==> src/rtl/bram_tile_pkg.sv <==
// Shared definitions for the tile BRAM address generators (fetch and writeback side):
// the tile FSM state encoding plus helpers for offset sizing and word address computation.
package bram_tile_pkg;

  typedef enum logic [1:0] {
    ST_IDLE    = 2'd0,
    ST_WRITING = 2'd1,
    ST_DRAIN   = 2'd2,
    ST_DONE    = 2'd3
  } tile_state_e;

  // Width of a counter that indexes the words of one tile; never narrower than one bit.
  function automatic int offset_width(input int words_per_tile);
    return (words_per_tile > 1) ? $clog2(words_per_tile) : 1;
  endfunction

  // The low bits of this 32-bit result match a calculation done at exactly
  // ADDR_WIDTH+TILE_PTR_WIDTH bits, so callers simply truncate to ADDR_WIDTH.
  function automatic logic [31:0] tile_addr(input logic [31:0] tile_ptr,
                                            input logic [31:0] words_per_tile,
                                            input logic [31:0] offset);
    return (tile_ptr * words_per_tile) + offset;
  endfunction

endpackage

==> src/rtl/tile_addr_ptr.sv <==
// Tile pointer with immediate/deferred clear and wrap handling plus word address output.
// Optional sticky wrap error output when WB_WRAP_ERR_EN is defined.
module tile_addr_ptr
  import bram_tile_pkg::*;
#(
  parameter int NUM_WRITES_PER_TILE = 2,
  parameter int ADDR_WIDTH          = 11,
  parameter int MAX_TILES           = 384,
  parameter int TILE_PTR_WIDTH      = 9,
  parameter int OFFSET_WIDTH        = 1
) (
  input  logic                    clk,
  input  logic                    rst_n,
  input  logic                    clear_i,
  input  logic                    idle_i,
  input  logic                    active_i,
  input  logic                    advance_i,
  input  logic [OFFSET_WIDTH-1:0] offset_i,
  output logic [ADDR_WIDTH-1:0]   addr_o
`ifdef WB_WRAP_ERR_EN
  ,
  output logic                    wrap_err_o
`endif
);

  logic [TILE_PTR_WIDTH-1:0] tile_ptr_q, tile_ptr_d;
  logic                      pending_q, pending_d;
`ifdef WB_WRAP_ERR_EN
  logic                      wrap_err_q, wrap_err_d;
`endif

  // A clear seen mid-tile is only remembered; the pointer must stay put until the tile completes.
  always_comb begin
    tile_ptr_d = tile_ptr_q;
    pending_d  = pending_q;
`ifdef WB_WRAP_ERR_EN
    wrap_err_d = wrap_err_q;
`endif
    if (idle_i && clear_i) begin
      tile_ptr_d = '0;
      pending_d  = 1'b0;
`ifdef WB_WRAP_ERR_EN
      wrap_err_d = 1'b0;
`endif
    end else if (active_i && clear_i) begin
      pending_d = 1'b1;
    end else if (advance_i) begin
      if (clear_i || pending_q) begin
        tile_ptr_d = '0;
        pending_d  = 1'b0;
`ifdef WB_WRAP_ERR_EN
        wrap_err_d = 1'b0;
`endif
      end else if (tile_ptr_q == TILE_PTR_WIDTH'(MAX_TILES - 1)) begin
        tile_ptr_d = '0;
`ifdef WB_WRAP_ERR_EN
        wrap_err_d = 1'b1;
`endif
      end else begin
        tile_ptr_d = tile_ptr_q + TILE_PTR_WIDTH'(1);
      end
    end
  end

  always_ff @(posedge clk or negedge rst_n) begin
    if (!rst_n) begin
      tile_ptr_q <= '0;
      pending_q  <= 1'b0;
`ifdef WB_WRAP_ERR_EN
      wrap_err_q <= 1'b0;
`endif
    end else begin
      tile_ptr_q <= tile_ptr_d;
      pending_q  <= pending_d;
`ifdef WB_WRAP_ERR_EN
      wrap_err_q <= wrap_err_d;
`endif
    end
  end

  assign addr_o = ADDR_WIDTH'(tile_addr(32'(tile_ptr_q), 32'(NUM_WRITES_PER_TILE), 32'(offset_i)));

`ifdef WB_WRAP_ERR_EN
  assign wrap_err_o = wrap_err_q;
`endif

endmodule

==> src/rtl/writeback_logic_gen.sv <==
// Writes one result tile (NUM_WRITES_PER_TILE words from a valid/ready stream) to a BRAM port.
// Define WB_WRAP_ERR_EN to add the sticky wrap_err output.
module writeback_logic_gen
  import bram_tile_pkg::*;
#(
  parameter int NUM_WRITES_PER_TILE = 2,
  parameter int ADDR_WIDTH          = 11,
  parameter int DATA_WIDTH          = 16,
  parameter int MAX_TILES           = 384,
  parameter int TILE_PTR_WIDTH      = 9
) (
  input  logic                  clk,
  input  logic                  rst_n,
  input  logic                  start_write,
  input  logic                  reset_addr_counter,
  input  logic                  in_valid,
  output logic                  in_ready,
  input  logic [DATA_WIDTH-1:0] in_data,
  output logic [ADDR_WIDTH-1:0] bram_addr,
  output logic                  bram_en,
  output logic                  bram_we,
  output logic [DATA_WIDTH-1:0] bram_wdata,
  output logic                  write_done,
  output logic                  busy
`ifdef WB_WRAP_ERR_EN
  ,
  output logic                  wrap_err
`endif
);

  localparam int OffsetWidth = offset_width(NUM_WRITES_PER_TILE);

  tile_state_e            state_q, state_d;
  logic [OffsetWidth-1:0] offset_q, offset_d;
  logic                   bram_en_q, bram_en_d;
  logic [ADDR_WIDTH-1:0]  bram_addr_q, bram_addr_d;
  logic [DATA_WIDTH-1:0]  bram_wdata_q, bram_wdata_d;
  logic [ADDR_WIDTH-1:0]  word_addr;
  logic                   beat;
  logic                   last_word;

  assign in_ready   = (state_q == ST_WRITING);
  assign beat       = in_valid && in_ready;
  assign last_word  = (offset_q == OffsetWidth'(NUM_WRITES_PER_TILE - 1));
  assign busy       = (state_q != ST_IDLE);
  assign write_done = (state_q == ST_DONE);

  tile_addr_ptr #(
    .NUM_WRITES_PER_TILE(NUM_WRITES_PER_TILE),
    .ADDR_WIDTH         (ADDR_WIDTH),
    .MAX_TILES          (MAX_TILES),
    .TILE_PTR_WIDTH     (TILE_PTR_WIDTH),
    .OFFSET_WIDTH       (OffsetWidth)
  ) u_tile_addr_ptr (
    .clk       (clk),
    .rst_n     (rst_n),
    .clear_i   (reset_addr_counter),
    .idle_i    (state_q == ST_IDLE),
    .active_i  ((state_q == ST_WRITING) || (state_q == ST_DRAIN)),
    .advance_i (state_q == ST_DONE),
    .offset_i  (offset_q),
    .addr_o    (word_addr)
`ifdef WB_WRAP_ERR_EN
    ,
    .wrap_err_o(wrap_err)
`endif
  );

  // Address and data hold between beats; only the enable drops when no word is accepted.
  always_comb begin
    state_d      = state_q;
    offset_d     = offset_q;
    bram_en_d    = 1'b0;
    bram_addr_d  = bram_addr_q;
    bram_wdata_d = bram_wdata_q;
    unique case (state_q)
      ST_IDLE: begin
        if (start_write) begin
          state_d = ST_WRITING;
        end
      end
      ST_WRITING: begin
        if (beat) begin
          bram_en_d    = 1'b1;
          bram_addr_d  = word_addr;
          bram_wdata_d = in_data;
          offset_d     = offset_q + OffsetWidth'(1);
          if (last_word) begin
            state_d = ST_DRAIN;
          end
        end
      end
      ST_DRAIN: begin
        state_d = ST_DONE;
      end
      ST_DONE: begin
        offset_d = '0;
        state_d  = ST_IDLE;
      end
      default: begin
        state_d = ST_IDLE;
      end
    endcase
  end

  always_ff @(posedge clk or negedge rst_n) begin
    if (!rst_n) begin
      state_q      <= ST_IDLE;
      offset_q     <= '0;
      bram_en_q    <= 1'b0;
      bram_addr_q  <= '0;
      bram_wdata_q <= '0;
    end else begin
      state_q      <= state_d;
      offset_q     <= offset_d;
      bram_en_q    <= bram_en_d;
      bram_addr_q  <= bram_addr_d;
      bram_wdata_q <= bram_wdata_d;
    end
  end

  assign bram_en    = bram_en_q;
  assign bram_we    = bram_en_q;
  assign bram_addr  = bram_addr_q;
  assign bram_wdata = bram_wdata_q;

endmodule

==> config.mk <==
export PLATFORM = sky130hd
export DESIGN_NAME = writeback_logic_gen
export DESIGN_NICKNAME = d
export VERILOG_FILES = /design/src/rtl/bram_tile_pkg.sv /design/src/rtl/tile_addr_ptr.sv /design/src/rtl/writeback_logic_gen.sv
export SDC_FILE = /design/constraint.sdc
export NUM_CORES = 1
export LEC_CHECK = 0
export ABC_CLOCK_PERIOD_IN_PS = 2800
export CAP_MARGIN = 20
export CORE_ASPECT_RATIO = 1.25
export CORE_MARGIN = 2
export CORE_UTILIZATION = 51
export CTS_CLUSTER_SIZE = 16
export DETAILED_ROUTE_END_ITERATION = 8
export HOLD_SLACK_MARGIN = 0.03
export PLACE_DENSITY_LB_ADDON = 0.1
export SLEW_MARGIN = 10
export SYNTH_ARGS = -nofsm -noshare
export SYNTH_HDL_FRONTEND = slang
export SYNTH_SLANG_ARGS = --single-unit
==> constraint.sdc <==
create_clock -name clk -period 2.8 [get_ports clk]
set_clock_uncertainty 0.05 [all_clocks]
set_input_delay 0.56 -clock clk [delete_from_list [all_inputs] [get_ports clk]]
set_output_delay 0.56 -clock clk [all_outputs]
set_load 0.1 [all_outputs]
After elaboration in Yosys (flattened, before gate mapping)
Index checks and enable logic that the tools add are counted.
Storage, ports and cells
  flip-flop bits (word level): 41
  latch bits: 0
  bits in writable memories: 0
  bits in read-only memories: 0
  input bits: 21
  output and inout bits: 32
  word-level logic and storage cells: 51
  memories kept: 0
Cells by class
  add/sub/neg operators: 3
  $mul: 0
  divide/modulo/power cells: 0
  $lt $le $gt $ge: 0
  equality and inequality tests: 8
  shifts and indexed selects: 0
  mux-type cells: 17
  bitwise gates (word level): 0
  reductions and logical operators: 16
Operator list (number)
  9-bit 2-to-1 mux: 5
  10-bit by 1-bit adder with 11-bit output: 1
  9-bit by 1-bit adder with 9-bit output, second input constant: 1
  9-bit equality test, second input constant: 1
  2-bit one-hot mux with 4 select lines: 1
  2-bit AND reduction: 4
  1-bit 2-to-1 mux: 7
  2-bit 2-to-1 mux: 3
  2-bit by 1-bit inequality test with 1-bit output, second input constant: 3
  2-bit nonzero test: 3
  3-bit nonzero test: 2
  2-bit equality test, second input constant: 2
  1-bit logical AND: 3
  3-bit AND reduction: 1
  2-bit by 1-bit equality test with 1-bit output, second input constant: 1
  2-bit zero test: 1
  1-bit logical OR: 2
  2-bit inequality test, second input constant: 1
  1-bit one-hot mux with 2 select lines: 1
  1-bit adder, second input constant: 1

Longest topological paths before layout
  depth in word-level cells: 6
  gate-level depth with buffers: 6
  mapped depth without buffers: 5

By module
Synthesis repeated with hierarchy kept, for this count alone.
Unflattened totals
  cell total of the unflattened synthesis: 146
  area, all modules: 1834.3 µm²
Modules (own cells, without submodules)
  writeback_logic_gen: times used 1, cells each 82, area each 1270.0 µm², seq. area each 775.7 µm²
  tile_addr_ptr: times used 1, cells each 64, area each 564.3 µm², seq. area each 250.2 µm²

Worst setup path before layout
No wires, ideal clock.
  kind: register to register
  start: register state_q[1]
  end: register bram_addr_q[8] (netlist: bram_addr[8])
  library setup time: 0.126 ns
  arrival time: 2.159 ns
  required time: 2.624 ns
  path slack: 0.465 ns
  cell stages (with the launch flop): 6
  buffers on the path: 1
  clock period less this slack: 2.335 ns
  cells stage by stage: dfrtp_1 inv_1 ha_1 nand2_2 buf_2 mux2_2
Between the ends
  word-level cells in the longest chain between the ends: 3
Ends and longest elaborated chain
  start, declared: RTL line writeback_logic_gen.sv:33  | tile_state_e state_q, state_d;
  start signal, assigned: RTL line writeback_logic_gen.sv:114  | state_q <= state_d;
  2-bit by 1-bit equality test with 1-bit output *: RTL line writeback_logic_gen.sv:42  | assign in_ready = (state_q == ST_WRITING);
  named net in_ready: RTL line writeback_logic_gen.sv:17  | output logic in_ready,
  1-bit logical AND: RTL line writeback_logic_gen.sv:43  | assign beat = in_valid && in_ready;
  2-bit AND reduction (no line) *
  end signal, assigned: RTL line writeback_logic_gen.sv:117  | bram_addr_q <= bram_addr_d;
  end, declared: RTL line writeback_logic_gen.sv:36  | logic [ADDR_WIDTH-1:0] bram_addr_q, bram_addr_d;
The timed path passes the listed nets; every way through them passes the cells marked *.
A chain may end at the register's enable or synchronous reset.

Worst setup path in the final report
  start: register state_q[1]
  end: output in_ready
Between the ends
  word-level cells in the longest chain between the ends: 1
Ends and longest elaborated chain (RTL line)
  2-bit by 1-bit equality test with 1-bit output: writeback_logic_gen.sv:42
  end, declared: writeback_logic_gen.sv:17
Every way passes these cells.

==> impl_metrics.yaml <==
synth:
  yosys_warnings: 0
  synthFlopType: "dfrtp_1"
  synth-adder-area-share_pct: 4.011
  synth_mux_area_share_pct: 16.18
  syn_inst: 152
  synth_top_family_by_area: "multiplexers"
  yosys-top-cells-area: "dfrtp_1 53%, mux2_2 16%, ha_1 4.0%"
  synth_seq_cells: 40
  yosys.area_share.simple_pct: 12.10
  yosysSeqAreaShare_pct: 53.48
  yosysTopAreaCell: "dfrtp_1"
  synthXorXnorAreaFrac_pct: 0
  yosysUniqueCellTypes: 39
  synth_compound_area_share_pct: 9.759
  synth_common_cells: "40 x dfrtp_1, 26 x mux2_2, 11 x nand3_1, 9 x o21ai_0"
  ys_async_sr_fraction_pct: 100.0
  yosysMostFrequentCell: "dfrtp_1"
  synth_fp_nets: 179
  synth_area_mm2: 0.001872
  yosys.area.top_type_share_pct: 53.48
  syn-mean-instance-area_um2: 12.31
  synth-edff-count: 0
grt:
  grt_usage_pct: 20.09
  grt_pass1_vias: 1372
  gr-total-overflow: 0
  antenna_found_initial: 0
  grt_pass1_wl_um: 6313
  grt_max_degree: 41
hold_path:
  hold_path.class: "input pin to asynchronous set/reset pin"
placement:
  dp_worst_setup_slack_ns: 0.6270
  post-dp-hpwl_um: 2758
  place.port_buffers: 51
  dpl_cell_area_mm2: 0.002291
  gp_congestion: 0.9220
sta:
  finalHoldViolations: 0
  setup_viol: 0
  post-route-worst-setup-slack_ns: 0.7909
  tns_ns: 0
  clock.fmax_ghz: 0.4977
  maxSlewHeadroom_pct: 42.74
  period_needed_ns: 2.009
  rsz0062_at_grt: "false"
  period_share_pct: 71.75
  worst_pin_slew_ns: 0.8589
  slew_violations: 0
clocking:
  cts_made_buffers: 5
  hold_buffers: 0
  ctsLongestPathBuffers: 2
  cts_root_buf: "clkbuf_8"
  htreeDepth: 2
  clock_latency_ns: 0.29
  cts_tree: "yes"
  cts_setup_buffers: 0
  ctsResizeCount: 0
  clkTransAtPathRegs_ns: 0.08
  cts_num_sinks: 40
worst_setup_path:
  path_max_fanout: 5
  worst_setup_path_start_kind: "register"
  crit_chain: "inv_1 -> ha_1 -> buf_4"
  worstSetupPathType: "register to primary output"
  critical_path_arrival_ns: 1.40
  crit_slowest_cell: "dfrtp_1"
  crit_path_end_kind: "primary output"
  critPathMaxStageDelay_ns: 0.41
  critPathRequiredTime_ns: 2.19
floorplan:
  initial_core_util_pct: 53.28
  ios: 53
  die_y_um: 71.74
  rows: 24
  die-area_mm2: 0.004174
  fp.dieW_um: 58.19
  coreArea_mm2: 0.003513
cells_and_area:
  nets: 228
  finish.utilization_pct: 68.27
  fin_area_mm2: 0.002399
  antenna_cells: 0
  syn_to_final_growth_pct: 28.14
  drive_gt1_share_pct: 33.66
routing:
  routed_via_density: 5.689
  drtPass1Iterations: 4
  routed_wl_um: 3754
  vias: 1371
  ant_nets: 0
  drc: 0
  wl_per_cell_um: 15.58
  drtIter0Drc: 53
flow_run:
  maxCapViolCount: 0
outcome:
  outcome: "finished, final reports clean"
worst max-delay path: cells and delay by family (launching register included):
family	cells	cell delay, ns
fa+ha+maj	1	0.26
buf+inv	2	0.45
flops	1	0.41
path summary, 6_finish.rpt:
| check | end | cells past startpoint | from | slack [ns] |
|---|---|---|---|---|
| worst max-delay path | in_ready | 3 | state_q[1]$_DFFE_PN0P_ | 0.79 |
| worst min-delay path | u_tile_addr_ptr.pending_q$_DFFE_PN0P_ | 1 | rst_n | 0.33 |
| worst max register to register | bram_wdata[8]$_DFFE_PN0P_ | 4 | state_q[1]$_DFFE_PN0P_ | 1.01 |
| worst min register to register | bram_addr[3]$_DFFE_PN0P_ | 2 | bram_addr[3]$_DFFE_PN0P_ | 0.44 |
| max in group asynchronous | bram_wdata[0]$_DFFE_PN0P_ | 1 | rst_n | 1.83 |
| min in group clk | bram_addr[3]$_DFFE_PN0P_ | 2 | bram_addr[3]$_DFFE_PN0P_ | 0.44 |
cell type report:
type	instances	area [µm²]
clock buffer	6	72.57
clock inverter	2	35.03
fill	284	1115
inverter	6	22.52
multi-input combinational	97	790.8
sequential	40	1001
tap	39	48.80
timing repair buffer	51	427.9
sequential cells by signal, indices dropped and copies added, names as in the netlist:
| signal | flops |
|---|---|
| bram_wdata | 16 |
| u_tile_addr_ptr.pending_q | 1 |
| u_tile_addr_ptr.tile_ptr_q | 9 |
| last_word | 1 |
| bram_en | 1 |
| bram_addr | 10 |
| state_q | 2 |
cells by family after synthesis:
group | count (synthesis)
AOI/OAI and AO/OA | 27
adders and majority gates | 6
buffers and inverters | 15
DFF | 40
muxes | 27
other | 1
and+or+nand+nor | 36
through the flow:
| stage | hold WS [ns] | cells |
|---|---|---|
| after global routing | 0.3956 | 241 |
| after CTS | 0.3588 | 241 |
| after floorplan | 0.2144 | 152 |
| after global placement | 0.4177 | 233 |
| after detailed placement | 0.4331 | 233 |
| final | 0.3331 | 241 |
routing by layer:
metal  GRT usage [%]  vias to the layer above  routed length (µm)
met4           7.235                        0                  72
met2           35.48                       54                1934
met3           5.415                        8                 227
met5               0                        -                   0
li1                -                      651                   -
met1           23.05                      658                1520
cells in the final DEF (no fill, tap or decap), drive strengths merged, types with 3 or more instances in the layout:
| master | instances |
|---|---|
| a31oi | 3 |
| nand3 | 11 |
| o211ai | 3 |
| nand2 | 7 |
| clkdlybuf4s50 | 19 |
| buf | 32 |
| mux2 | 26 |
| ha | 6 |
| o21ai | 9 |
| inv | 6 |
| clkbuf | 6 |
| dfrtp | 40 |
| nor3b | 3 |
Power is not shown: default switching activity piles up to over one toggle a cycle in this logic, so the estimate is an artifact.
